File: config.mk
export PLATFORM = sky130hd
export DESIGN_NAME = matrix_slot_allocator
export DESIGN_NICKNAME = d
export VERILOG_FILES = /design/src/rtl/matrix_mem_pkg.sv /design/src/rtl/matrix_slot_table.sv /design/src/rtl/matrix_slot_allocator.sv
export SDC_FILE = /design/constraint.sdc
export NUM_CORES = 1
export LEC_CHECK = 0
export CAP_MARGIN = 20
export CELL_PAD_IN_SITES_DETAIL_PLACEMENT = 0
export CELL_PAD_IN_SITES_GLOBAL_PLACEMENT = 1
export CORE_MARGIN = 2
export CORE_UTILIZATION = 52
export CTS_CLUSTER_SIZE = 8
export DETAILED_ROUTE_END_ITERATION = 7
export PLACE_DENSITY = 0.93
export SYNTH_ARGS = -nofsm -noshare
export SYNTH_HDL_FRONTEND = slang
export SYNTH_SLANG_ARGS = --single-unit
File: constraint.sdc
create_clock -name clk -period 8.9 [get_ports clk]
set_input_delay 1.78 -clock clk [delete_from_list [all_inputs] [get_ports clk]]
set_output_delay 1.78 -clock clk [all_outputs]
set_load 0.03 [all_outputs]
File: src/rtl/matrix_mem_pkg.sv
// rtl/matrix_mem_pkg.sv - shared constants, state encoding and slot entry types for matrix storage
package matrix_mem_pkg;

    localparam int NUM_SLOTS   = 9;
    localparam int SLOT_WORDS  = 27;
    localparam int MAX_PER_DIM = 2;
    localparam int DIM_MAX     = 5;

    localparam int IDX_W   = 4;
    localparam int DIM_W   = 3;
    localparam int STAMP_W = 8;

    typedef enum logic [2:0] {
        ST_IDLE,
        ST_SCAN,
        ST_DECIDE,
        ST_GRANT,
        ST_COOL,
        ST_LOOKUP
    } state_e;

    typedef struct packed {
        logic               valid;
        logic [DIM_W-1:0]   m;
        logic [DIM_W-1:0]   n;
        logic [STAMP_W-1:0] stamp;
    } slot_entry_t;

    typedef struct packed {
        logic               free_found;
        logic [IDX_W-1:0]   free_idx;
        logic [IDX_W-1:0]   same_cnt;
        logic [IDX_W-1:0]   same_idx;
        logic [STAMP_W-1:0] same_age;
        logic               old_found;
        logic [IDX_W-1:0]   old_idx;
        logic [STAMP_W-1:0] old_age;
    } scan_track_t;

    function automatic logic [7:0] slot_base(input logic [IDX_W-1:0] idx);
        return 8'(idx) * 8'(SLOT_WORDS);
    endfunction

endpackage

File: src/rtl/matrix_slot_table.sv
// rtl/matrix_slot_table.sv - slot directory register file: one write port, scan and lookup read ports
module matrix_slot_table
    import matrix_mem_pkg::*;
(
    input  logic             clk,
    input  logic             rst_n,
    input  logic             clear_i,
    input  logic             we_i,
    input  logic [IDX_W-1:0] waddr_i,
    input  slot_entry_t      wdata_i,
    input  logic [IDX_W-1:0] scan_addr_i,
    output slot_entry_t      scan_data_o,
    input  logic [IDX_W-1:0] lookup_addr_i,
    output logic             lookup_valid_o,
    output logic [DIM_W-1:0] lookup_m_o,
    output logic [DIM_W-1:0] lookup_n_o
);

    localparam logic [IDX_W-1:0] LAST_IDX = IDX_W'(NUM_SLOTS - 1);

    slot_entry_t entry_q [NUM_SLOTS];

    always_ff @(posedge clk or negedge rst_n) begin
        if (!rst_n) begin
            for (int i = 0; i < NUM_SLOTS; i++) entry_q[i] <= '0;
        end else if (clear_i) begin
            for (int i = 0; i < NUM_SLOTS; i++) entry_q[i] <= '0;
        end else if (we_i && waddr_i <= LAST_IDX) begin
            entry_q[waddr_i] <= wdata_i;
        end
    end

    // Out-of-range addresses read as an empty entry.
    always_comb begin
        scan_data_o    = '0;
        lookup_valid_o = 1'b0;
        lookup_m_o     = '0;
        lookup_n_o     = '0;
        if (scan_addr_i <= LAST_IDX) scan_data_o = entry_q[scan_addr_i];
        if (lookup_addr_i <= LAST_IDX) begin
            lookup_valid_o = entry_q[lookup_addr_i].valid;
            lookup_m_o     = entry_q[lookup_addr_i].m;
            lookup_n_o     = entry_q[lookup_addr_i].n;
        end
    end

endmodule

File: src/rtl/matrix_slot_allocator.sv
// rtl/matrix_slot_allocator.sv - hands out matrix slot base addresses with per-dimension quota and oldest-first eviction
module matrix_slot_allocator
    import matrix_mem_pkg::*;
(
    input  logic             clk,
    input  logic             rst_n,
    input  logic             alloc_req,
    input  logic [DIM_W-1:0] alloc_m,
    input  logic [DIM_W-1:0] alloc_n,
    output logic             alloc_grant,
    output logic [7:0]       alloc_base,
    output logic [IDX_W-1:0] alloc_id,
    output logic             alloc_err,
    input  logic             lookup_req,
    input  logic [IDX_W-1:0] lookup_id,
    output logic             lookup_valid,
    output logic             lookup_hit,
    output logic [7:0]       lookup_base,
    output logic [DIM_W-1:0] lookup_m,
    output logic [DIM_W-1:0] lookup_n,
    input  logic             clear_all,
    output logic [IDX_W-1:0] num_valid,
    output logic             busy
);

    state_e             state_q, state_d;
    logic [IDX_W-1:0]   scan_idx_q, scan_idx_d;
    logic [IDX_W-1:0]   victim_q, victim_d;
    logic               victim_free_q, victim_free_d;
    logic [DIM_W-1:0]   m_q, m_d, n_q, n_d;
    logic [STAMP_W-1:0] stamp_q, stamp_d;
    scan_track_t        trk_q, trk_d;

    logic               grant_q, grant_d, err_q, err_d;
    logic [7:0]         base_q, base_d;
    logic [IDX_W-1:0]   id_q, id_d;
    logic               lk_valid_q, lk_valid_d, lk_hit_q, lk_hit_d;
    logic [7:0]         lk_base_q, lk_base_d;
    logic [DIM_W-1:0]   lk_m_q, lk_m_d, lk_n_q, lk_n_d;
    logic [IDX_W-1:0]   num_valid_q, num_valid_d;

    slot_entry_t        scan_entry, wr_entry;
    logic               tbl_we, tbl_clear;
    logic               tbl_lk_valid;
    logic [DIM_W-1:0]   tbl_lk_m, tbl_lk_n;
    logic [IDX_W-1:0]   lk_addr;
    logic               lk_in_range, lk_is_hit;
    logic [STAMP_W-1:0] age;
    logic               dims_legal, same_dims;

    assign lk_in_range = (lookup_id != '0) && (lookup_id <= IDX_W'(NUM_SLOTS));
    assign lk_addr     = lookup_id - IDX_W'(1);
    assign lk_is_hit   = lk_in_range && tbl_lk_valid;
    assign dims_legal  = (alloc_m != '0) && (alloc_m <= DIM_W'(DIM_MAX)) &&
                         (alloc_n != '0) && (alloc_n <= DIM_W'(DIM_MAX));
    assign age         = stamp_q - scan_entry.stamp;
    assign same_dims   = (scan_entry.m == m_q) && (scan_entry.n == n_q);
    assign wr_entry    = '{valid: 1'b1, m: m_q, n: n_q, stamp: stamp_q};

    matrix_slot_table u_table (
        .clk            (clk),
        .rst_n          (rst_n),
        .clear_i        (tbl_clear),
        .we_i           (tbl_we),
        .waddr_i        (victim_q),
        .wdata_i        (wr_entry),
        .scan_addr_i    (scan_idx_q),
        .scan_data_o    (scan_entry),
        .lookup_addr_i  (lk_addr),
        .lookup_valid_o (tbl_lk_valid),
        .lookup_m_o     (tbl_lk_m),
        .lookup_n_o     (tbl_lk_n)
    );

    always_comb begin
        state_d       = state_q;
        scan_idx_d    = scan_idx_q;
        victim_d      = victim_q;
        victim_free_d = victim_free_q;
        m_d           = m_q;
        n_d           = n_q;
        stamp_d       = stamp_q;
        trk_d         = trk_q;
        grant_d       = 1'b0;
        err_d         = 1'b0;
        base_d        = base_q;
        id_d          = id_q;
        lk_valid_d    = 1'b0;
        lk_hit_d      = lk_hit_q;
        lk_base_d     = lk_base_q;
        lk_m_d        = lk_m_q;
        lk_n_d        = lk_n_q;
        num_valid_d   = num_valid_q;
        tbl_we        = 1'b0;
        tbl_clear     = 1'b0;

        case (state_q)
            ST_IDLE: begin
                if (clear_all) begin
                    tbl_clear   = 1'b1;
                    num_valid_d = '0;
                end else if (lookup_req) begin
                    state_d    = ST_LOOKUP;
                    lk_valid_d = 1'b1;
                    lk_hit_d   = lk_is_hit;
                    lk_base_d  = lk_is_hit ? slot_base(lk_addr) : 8'd0;
                    lk_m_d     = lk_is_hit ? tbl_lk_m : '0;
                    lk_n_d     = lk_is_hit ? tbl_lk_n : '0;
                end else if (alloc_req) begin
                    m_d = alloc_m;
                    n_d = alloc_n;
                    if (dims_legal) begin
                        state_d    = ST_SCAN;
                        scan_idx_d = '0;
                        trk_d      = '0;
                    end else begin
                        err_d = 1'b1;
                    end
                end
            end
            ST_SCAN: begin
                // Strict '>' keeps the lower index on equal age.
                if (scan_entry.valid) begin
                    if (same_dims) begin
                        trk_d.same_cnt = trk_q.same_cnt + IDX_W'(1);
                        if (trk_q.same_cnt == '0 || age > trk_q.same_age) begin
                            trk_d.same_idx = scan_idx_q;
                            trk_d.same_age = age;
                        end
                    end
                    if (!trk_q.old_found || age > trk_q.old_age) begin
                        trk_d.old_found = 1'b1;
                        trk_d.old_idx   = scan_idx_q;
                        trk_d.old_age   = age;
                    end
                end else if (!trk_q.free_found) begin
                    trk_d.free_found = 1'b1;
                    trk_d.free_idx   = scan_idx_q;
                end
                if (scan_idx_q == IDX_W'(NUM_SLOTS - 1)) state_d = ST_DECIDE;
                else scan_idx_d = scan_idx_q + IDX_W'(1);
            end
            ST_DECIDE: begin
                if (trk_q.same_cnt >= IDX_W'(MAX_PER_DIM)) begin
                    victim_d      = trk_q.same_idx;
                    victim_free_d = 1'b0;
                end else if (trk_q.free_found) begin
                    victim_d      = trk_q.free_idx;
                    victim_free_d = 1'b1;
                end else begin
                    victim_d      = trk_q.old_idx;
                    victim_free_d = 1'b0;
                end
                grant_d = 1'b1;
                base_d  = slot_base(victim_d);
                id_d    = victim_d + IDX_W'(1);
                state_d = ST_GRANT;
            end
            ST_GRANT: begin
                tbl_we  = 1'b1;
                stamp_d = stamp_q + STAMP_W'(1);
                if (victim_free_q) num_valid_d = num_valid_q + IDX_W'(1);
                state_d = ST_COOL;
            end
            ST_COOL:   state_d = ST_IDLE;
            ST_LOOKUP: state_d = ST_IDLE;
            default:   state_d = ST_IDLE;
        endcase
    end

    always_ff @(posedge clk or negedge rst_n) begin
        if (!rst_n) begin
            state_q       <= ST_IDLE;
            scan_idx_q    <= '0;
            victim_q      <= '0;
            victim_free_q <= 1'b0;
            m_q           <= '0;
            n_q           <= '0;
            stamp_q       <= '0;
            trk_q         <= '0;
            grant_q       <= 1'b0;
            err_q         <= 1'b0;
            base_q        <= '0;
            id_q          <= '0;
            lk_valid_q    <= 1'b0;
            lk_hit_q      <= 1'b0;
            lk_base_q     <= '0;
            lk_m_q        <= '0;
            lk_n_q        <= '0;
            num_valid_q   <= '0;
        end else begin
            state_q       <= state_d;
            scan_idx_q    <= scan_idx_d;
            victim_q      <= victim_d;
            victim_free_q <= victim_free_d;
            m_q           <= m_d;
            n_q           <= n_d;
            stamp_q       <= stamp_d;
            trk_q         <= trk_d;
            grant_q       <= grant_d;
            err_q         <= err_d;
            base_q        <= base_d;
            id_q          <= id_d;
            lk_valid_q    <= lk_valid_d;
            lk_hit_q      <= lk_hit_d;
            lk_base_q     <= lk_base_d;
            lk_m_q        <= lk_m_d;
            lk_n_q        <= lk_n_d;
            num_valid_q   <= num_valid_d;
        end
    end

    assign alloc_grant  = grant_q;
    assign alloc_base   = base_q;
    assign alloc_id     = id_q;
    assign alloc_err    = err_q;
    assign lookup_valid = lk_valid_q;
    assign lookup_hit   = lk_hit_q;
    assign lookup_base  = lk_base_q;
    assign lookup_m     = lk_m_q;
    assign lookup_n     = lk_n_q;
    assign num_valid    = num_valid_q;
    assign busy         = (state_q != ST_IDLE);

endmodule

==> results.toml, run 1 <==
[run_status]
status = "completed"

[critical_path]
critPathMaxFanout = 20
cp.required_ns = 9.32
worstSetupPathType = "flip-flop to flip-flop"
cp.arrival_ns = 6.12
end_kind = "flip-flop"
cp-start-kind = "flip-flop"

[route]
vias = 9288
post-route-drc-count = 0
drt-total-wl_um = 29000
drt-vias-per-instance = 5.93
first_pass_iters = 5
drtIter0Drc = 708
drtAntennaViolNets = 0
avgRoutedWirePerCell_um = 18.6

[floorplan]
core_um2 = 22800
num_rows = 55
ioPinCount = 50
die_h_um = 157
die_area_um2 = 24600
start_util = 0.533
die_width_um = 157

[power_and_ir_drop]
ir_drop_v = 0.000136
leakage_nw = 6.47
power_density_nw_per_um2 = 323

[cells_and_area]
area_growth_pct = 13.8
diodes = 0
regArea_um2 = 5680
fillers = 1835
fin_nets = 1325
multi_input_area_um2 = 5960
drive_above_1_share = 0.0935
finish.instance_area_um2 = 13800
postLayoutCoreUtil = 0.606
final-instance-count-excl-fill = 1565

[timing]
holdWs_ns = 0.472
maxSlewViolCount = 0
setup_viol = 0
finalSetupTns_ns = 0
final.min_clock_period_ns = 5.71
rsz0062_at_grt = "false"
fmax_mhz = 175
hold_viol = 0
slew_headroom = 0.324
tightest_slew_ns = 1.01
finalClockSkew_ns = 0.0117
fin_crit_sh = 0.641

[placement]
dp_hpwl_um = 18900
portBuffers = 49
dp_cells = 1525
gp_congestion = 0.832
placed_area_um2 = 12900

[run]
max_cap_violations = 0

[clock_network]
clockBufferDepth = 3
cts_resized = 0
cts_buffers = 34
cts-root-buf = "clkbuf_16"
clk_pin_slew_ns = 0.05
clock_latency_ns = 0.49
tritoncts = "yes"
htree_levels = 2
cts_hold_buf = 0
clock-sinks = 227
cts_setup_buffers = 0

[logic_synthesis]
synthArstFlopShare = 1.00
ys_types = 56
synth_area_um2 = 12100
synthCells = 1223
synth_area_per_cell_um2 = 9.92
synth_edf_count = 0
ys_seq_elements = 227
ys_seq_area_frac = 0.468
yosysWarnings = 0
synth_nets = 1299
synth-main-ff-cell = "dfrtp_1"

[grt]
grt_overflow = 0
antenna_found_initial = 0
grt_max_degree = 101
grt_pass1_wl_um = 48900
gr-usage-all-layers = 0.249
grt_pass1_vias = 9414

[hold_path]
hold_class = "flip-flop to flip-flop"
-- state kept, by name, indices dropped and copies added, names as in the netlist --
name,cells
stamp_q,8
state_q,3
m_q,3
trk_q,34
u_table.entry_q,135
lookup_hit,1
num_valid,4
alloc_err,1
victim_free_q,1
n_q,3
scan_idx_q,4
lookup_base,8
alloc_base,7
alloc_grant,1
lookup_n,3
victim_q,4
alloc_id,3
lookup_m,3
lookup_valid,1
-- synth_stat cells (20+ instances only) --
cell type | count | area, um^2
nand2_1 | 262 | 983
dfrtp_1 | 227 | 5680
o21ai_0 | 100 | 500
nand3_1 | 75 | 375
clkbuf_1 | 63 | 236
ha_1 | 56 | 701
a22o_1 | 53 | 464
inv_1 | 52 | 195
nor2_1 | 43 | 161
mux2i_1 | 40 | 400
mux4_2 | 32 | 721
a21oi_1 | 27 | 135
xnor2_1 | 20 | 175
-- per-stage QoR --
stage	worst slack (ns)	total power, mW
after detailed placement	2.92	3.30
after CTS	3.25	4.46
final	3.19	4.46
after floorplan	3.48	2.77
after global routing	2.74	4.76
after global placement	2.98	3.25
-- critical path, cell delays in order, from the launching register on --
cell	delay (ns)
dfrtp_2	0.65
inv_1	0.18
ha_1	0.18
nand3b_1	0.12
nor3_2	0.65
nand2_1	0.10
o21ai_0	0.11
ha_1	0.19
inv_1	0.06
fa_1	0.40
nand2_1	0.08
nand2_1	0.05
a21oi_1	0.23
o21bai_1	0.09
a21oi_1	0.17
xnor2_1	0.31
ha_1	0.37
a21oi_1	0.13
nor2b_1	0.06
a2111oi_0	0.34
a21oi_1	0.17
o21ai_0	0.36
a21o_1	0.40
a22o_1	0.23
-- layout by cell type (no fill, tap or decap), types with 35 or more instances in the layout --
master,n
inv_1,52
o21ai_0,100
dfrtp_1,226
clkbuf_16,35
clkdlybuf4s50_1,48
nand2_1,261
nor2_1,42
mux2i_1,40
nand3_1,75
a22o_1,53
ha_1,56
-- area by class of cell --
class	instances	share of cell area
multi-input cells	863	0.432
well taps	313	0.0284
repair buffers	70	0.0473
inverters	53	0.0144
flip-flops and latches	227	0.412
clock inverters	2	0.00281
clock buffers	37	0.0640
-- report_power, final --
group,total (mW),internal (mW),switching [mW]
combinational,1.87,0.751,1.12
sequential,1.45,1.21,0.236
clock,1.14,0.720,0.423
total,4.46,2.68,1.77
-- metal layers --
layer / up-vias / wire (um) / track usage / part of all wire
met3: 66 / 1560 / 0.0418 / 0.054
met1: 4599 / 12900 / 0.341 / 0.45
met4: 0 / 645 / 0.0760 / 0.022
met2: 287 / 13900 / 0.409 / 0.48
met5: - / 0 / 0 / 0
li1: 4336 / - / - / -
-- path summary, 6_finish.rpt --
path | start | endpoint | slack, ns | cells after the start
worst max-delay path | scan_idx_q[0] | trk_q[21] | 3.19 | 23
worst min-delay path | alloc_base[3] | alloc_base[3] | 0.47 | 2
worst min register to register | alloc_base[3] | alloc_base[3] | 0.47 | 2
max in group asynchronous | rst_n | u_table.entry_q[20] | 6.04 | 2
worst max register to register | scan_idx_q[0] | trk_q[21] | 3.19 | 23
min in group asynchronous | rst_n | trk_q[17] | 1.31 | 1
-- kinds of logic after synthesis --
kind of cell	Yosys count	share of synthesized area
DFF	227	0.468
AOI/OAI and AO/OA	242	0.130
adders and majority gates	61	0.0660
xor gates and xnor gates	31	0.0230
muxes	84	0.107
buffers and inverters	133	0.0444
and+or+nand+nor	445	0.161
(Power assumes the default switching activity.)
==> inputs of run 2 (changes only) <==
--- a/config.mk
+++ b/config.mk
@@ -9,10 +9,10 @@
 export CELL_PAD_IN_SITES_DETAIL_PLACEMENT = 0
 export CELL_PAD_IN_SITES_GLOBAL_PLACEMENT = 1
 export CORE_MARGIN = 2
-export CORE_UTILIZATION = 52
+export CORE_UTILIZATION = 49
 export CTS_CLUSTER_SIZE = 8
 export DETAILED_ROUTE_END_ITERATION = 7
-export PLACE_DENSITY = 0.93
+export PLACE_DENSITY = 0.89
 export SYNTH_ARGS = -nofsm -noshare
 export SYNTH_HDL_FRONTEND = slang
 export SYNTH_SLANG_ARGS = --single-unit
==> constraint.sdc (replaced) <==
create_clock -name clk -period 5.6 [get_ports clk]
set_input_delay 1.12 -clock clk [delete_from_list [all_inputs] [get_ports clk]]
set_output_delay 1.12 -clock clk [all_outputs]
set_load 0.03 [all_outputs]
==> results.toml, run 2 (synthesis results as in run 1) <==
[clock_network]
clk_pin_slew_ns = 0.05
clock_latency_ns = 0.50
htree_levels = 2
clock-sinks = 227
cts_hold_buf = 0
cts_buffers = 34
cts_setup_buffers = 0
clockBufferDepth = 3
tritoncts = "yes"
cts-root-buf = "clkbuf_16"

[timing]
slew_headroom = 0.300
fin_crit_sh = 0.892
tightest_slew_ns = 1.05
final.min_clock_period_ns = 5.00
finalSetupTns_ns = 0
hold_viol = 0
fmax_mhz = 200
maxSlewViolCount = 0
finalClockSkew_ns = 0.0173
setup_slack_ns = 0.603
setup_viol = 0
rsz0062_at_grt = "false"

[run]
max_cap_violations = 0

[critical_path]
critical-path-top-delay-family = "compound AO/OA/AOI/OAI gates"
rrSetupSlack_ns = 0.60
slowest_stage = "dfrtp_1"
cp-start-kind = "flip-flop"
critPathMaxFanout = 26
worstSetupPathType = "flip-flop to flip-flop"
crit_buf_inv = 2
crit_top_cell = "a21oi_1"
cp_slowest_stage_delay_ns = 0.75
cp.required_ns = 5.98
end_kind = "flip-flop"
cp.arrival_ns = 5.38
crit_chain = "buf_4, mux4_2, mux2i_1, nor2_1, a21oi_1, ha_1, a21boi_0, o21ai_0, a21oi_1, xor2_1, inv_1, ha_1, nor2b_1, a2111oi_0, a21oi_1, o21ai_1, nor3_2, a22o_1"

[placement]
portBuffers = 49
dp_hpwl_um = 20300
gp_congestion = 0.865
placed_area_um2 = 12900
pre_cts_slack_ns = 0.529

[cells_and_area]
largestRegisters = "u_table.entry_q: 135 flops, trk_q: 34 flops"
drive_above_1_share = 0.0987
largest_reg_flops = 135
diodes = 0
top_register = "u_table.entry_q"
finish.instance_area_um2 = 13900
mostFrequentLayoutCells = "261 x nand2_1, 226 x dfrtp_1, 99 x o21ai_0, 75 x nand3_1, 56 x ha_1"
final_common_cell = "nand2_1"
fin_nets = 1330
area_growth_pct = 14.1

[floorplan]
num_rows = 57
die_h_um = 161
start_util = 0.499
core_um2 = 24300
die_width_um = 161
die_area_um2 = 26000
ioPinCount = 50

[route]
drtIter0Drc = 783
drt-total-wl_um = 30400
m1WireLength_um = 13700
first_pass_iters = 5
dr_wl_met3_um = 1930
drtAntennaViolNets = 0
wl_met2_um = 14200
avgRoutedWirePerCell_um = 19.3
post-route-drc-count = 0
vias = 9357
drt-vias-per-instance = 5.92
highest_layer = "met4"

[grt]
grt_pass1_wl_um = 50100
grt_max_degree = 134
antenna_found_initial = 0
gr-usage-all-layers = 0.242
grt_overflow = 0
grt_pass1_vias = 9364

[run_status]
status = "completed"

[hold_path]
hold_class = "flip-flop to flip-flop"

[power_and_ir_drop]
ir_drop_v = 0.000288
leakage_nw = 6.49
power_density_nw_per_um2 = 510
-- run 2: cell count changes in the layout (fill, tap and decap cells not counted), sizes merged --
cell	before	now
clkinvlp	0	1
clkbuf	37	36
bufinv	1	0
buf	22	27
-- run 2: worst paths after layout --
kind | depth (start not counted) | end | start
worst min register to register | 1 | lookup_hit | lookup_hit
min in group asynchronous | 1 | alloc_base[3] | rst_n
worst max-delay path | 18 | trk_q[21] | scan_idx_q[1]
worst min-delay path | 1 | lookup_hit | lookup_hit
worst max register to register | 18 | trk_q[21] | scan_idx_q[1]
max in group asynchronous | 2 | trk_q[26] | rst_n
-- run 2: layout make-up --
class,count,area [um^2]
fillers,2082,10500
multi-input cells,863,5970
flip-flops and latches,227,5680
clock buffers,36,880
repair buffers,75,703
well taps,324,405
inverters,53,199
clock inverters,2,16.3
-- run 2: what timing repair did --
item / CTS / global route
endpoints found under the hold margin: 0 / 0
endpoints found under the setup margin: 0 / 11
resized for setup: 0 / 2
-- run 2: where the power goes --
group          switching [mW]  internal [mW]
logic                    1.76           1.21
clock network           0.685           1.10
registers               0.390           1.93
-- run 2: metal layers --
layer / global-route usage / vias up
li1: - / 4342
met1: 0.345 / 4660
met2: 0.389 / 308
met3: 0.0357 / 47
met4: 0.0674 / 0
met5: 0 / -
-- run 2: stage by stage --
step	utilization	power, mW	std cells	hold slack [ns]
6_report	0.570	7.07	1580	0.471
5_1_grt	0.570	7.58	1580	0.493
4_1_cts	0.569	7.09	1579	0.480
3_5_place_dp	0.532	5.27	1541	0.467
3_3_place_gp	0.532	5.22	1541	0.457
2_1_floorplan	-	4.40	1223	0.438
==> inputs of run 3 (changes only) <==
--- a/config.mk
+++ b/config.mk
@@ -12,6 +12,7 @@
 export CORE_UTILIZATION = 49
 export CTS_CLUSTER_SIZE = 8
 export DETAILED_ROUTE_END_ITERATION = 7
+export HOLD_SLACK_MARGIN = 0.06
 export PLACE_DENSITY = 0.89
 export SYNTH_ARGS = -nofsm -noshare
 export SYNTH_HDL_FRONTEND = slang
==> results of run 3 <==
The final DEF is identical to that of run 2; final timing and power are the same.
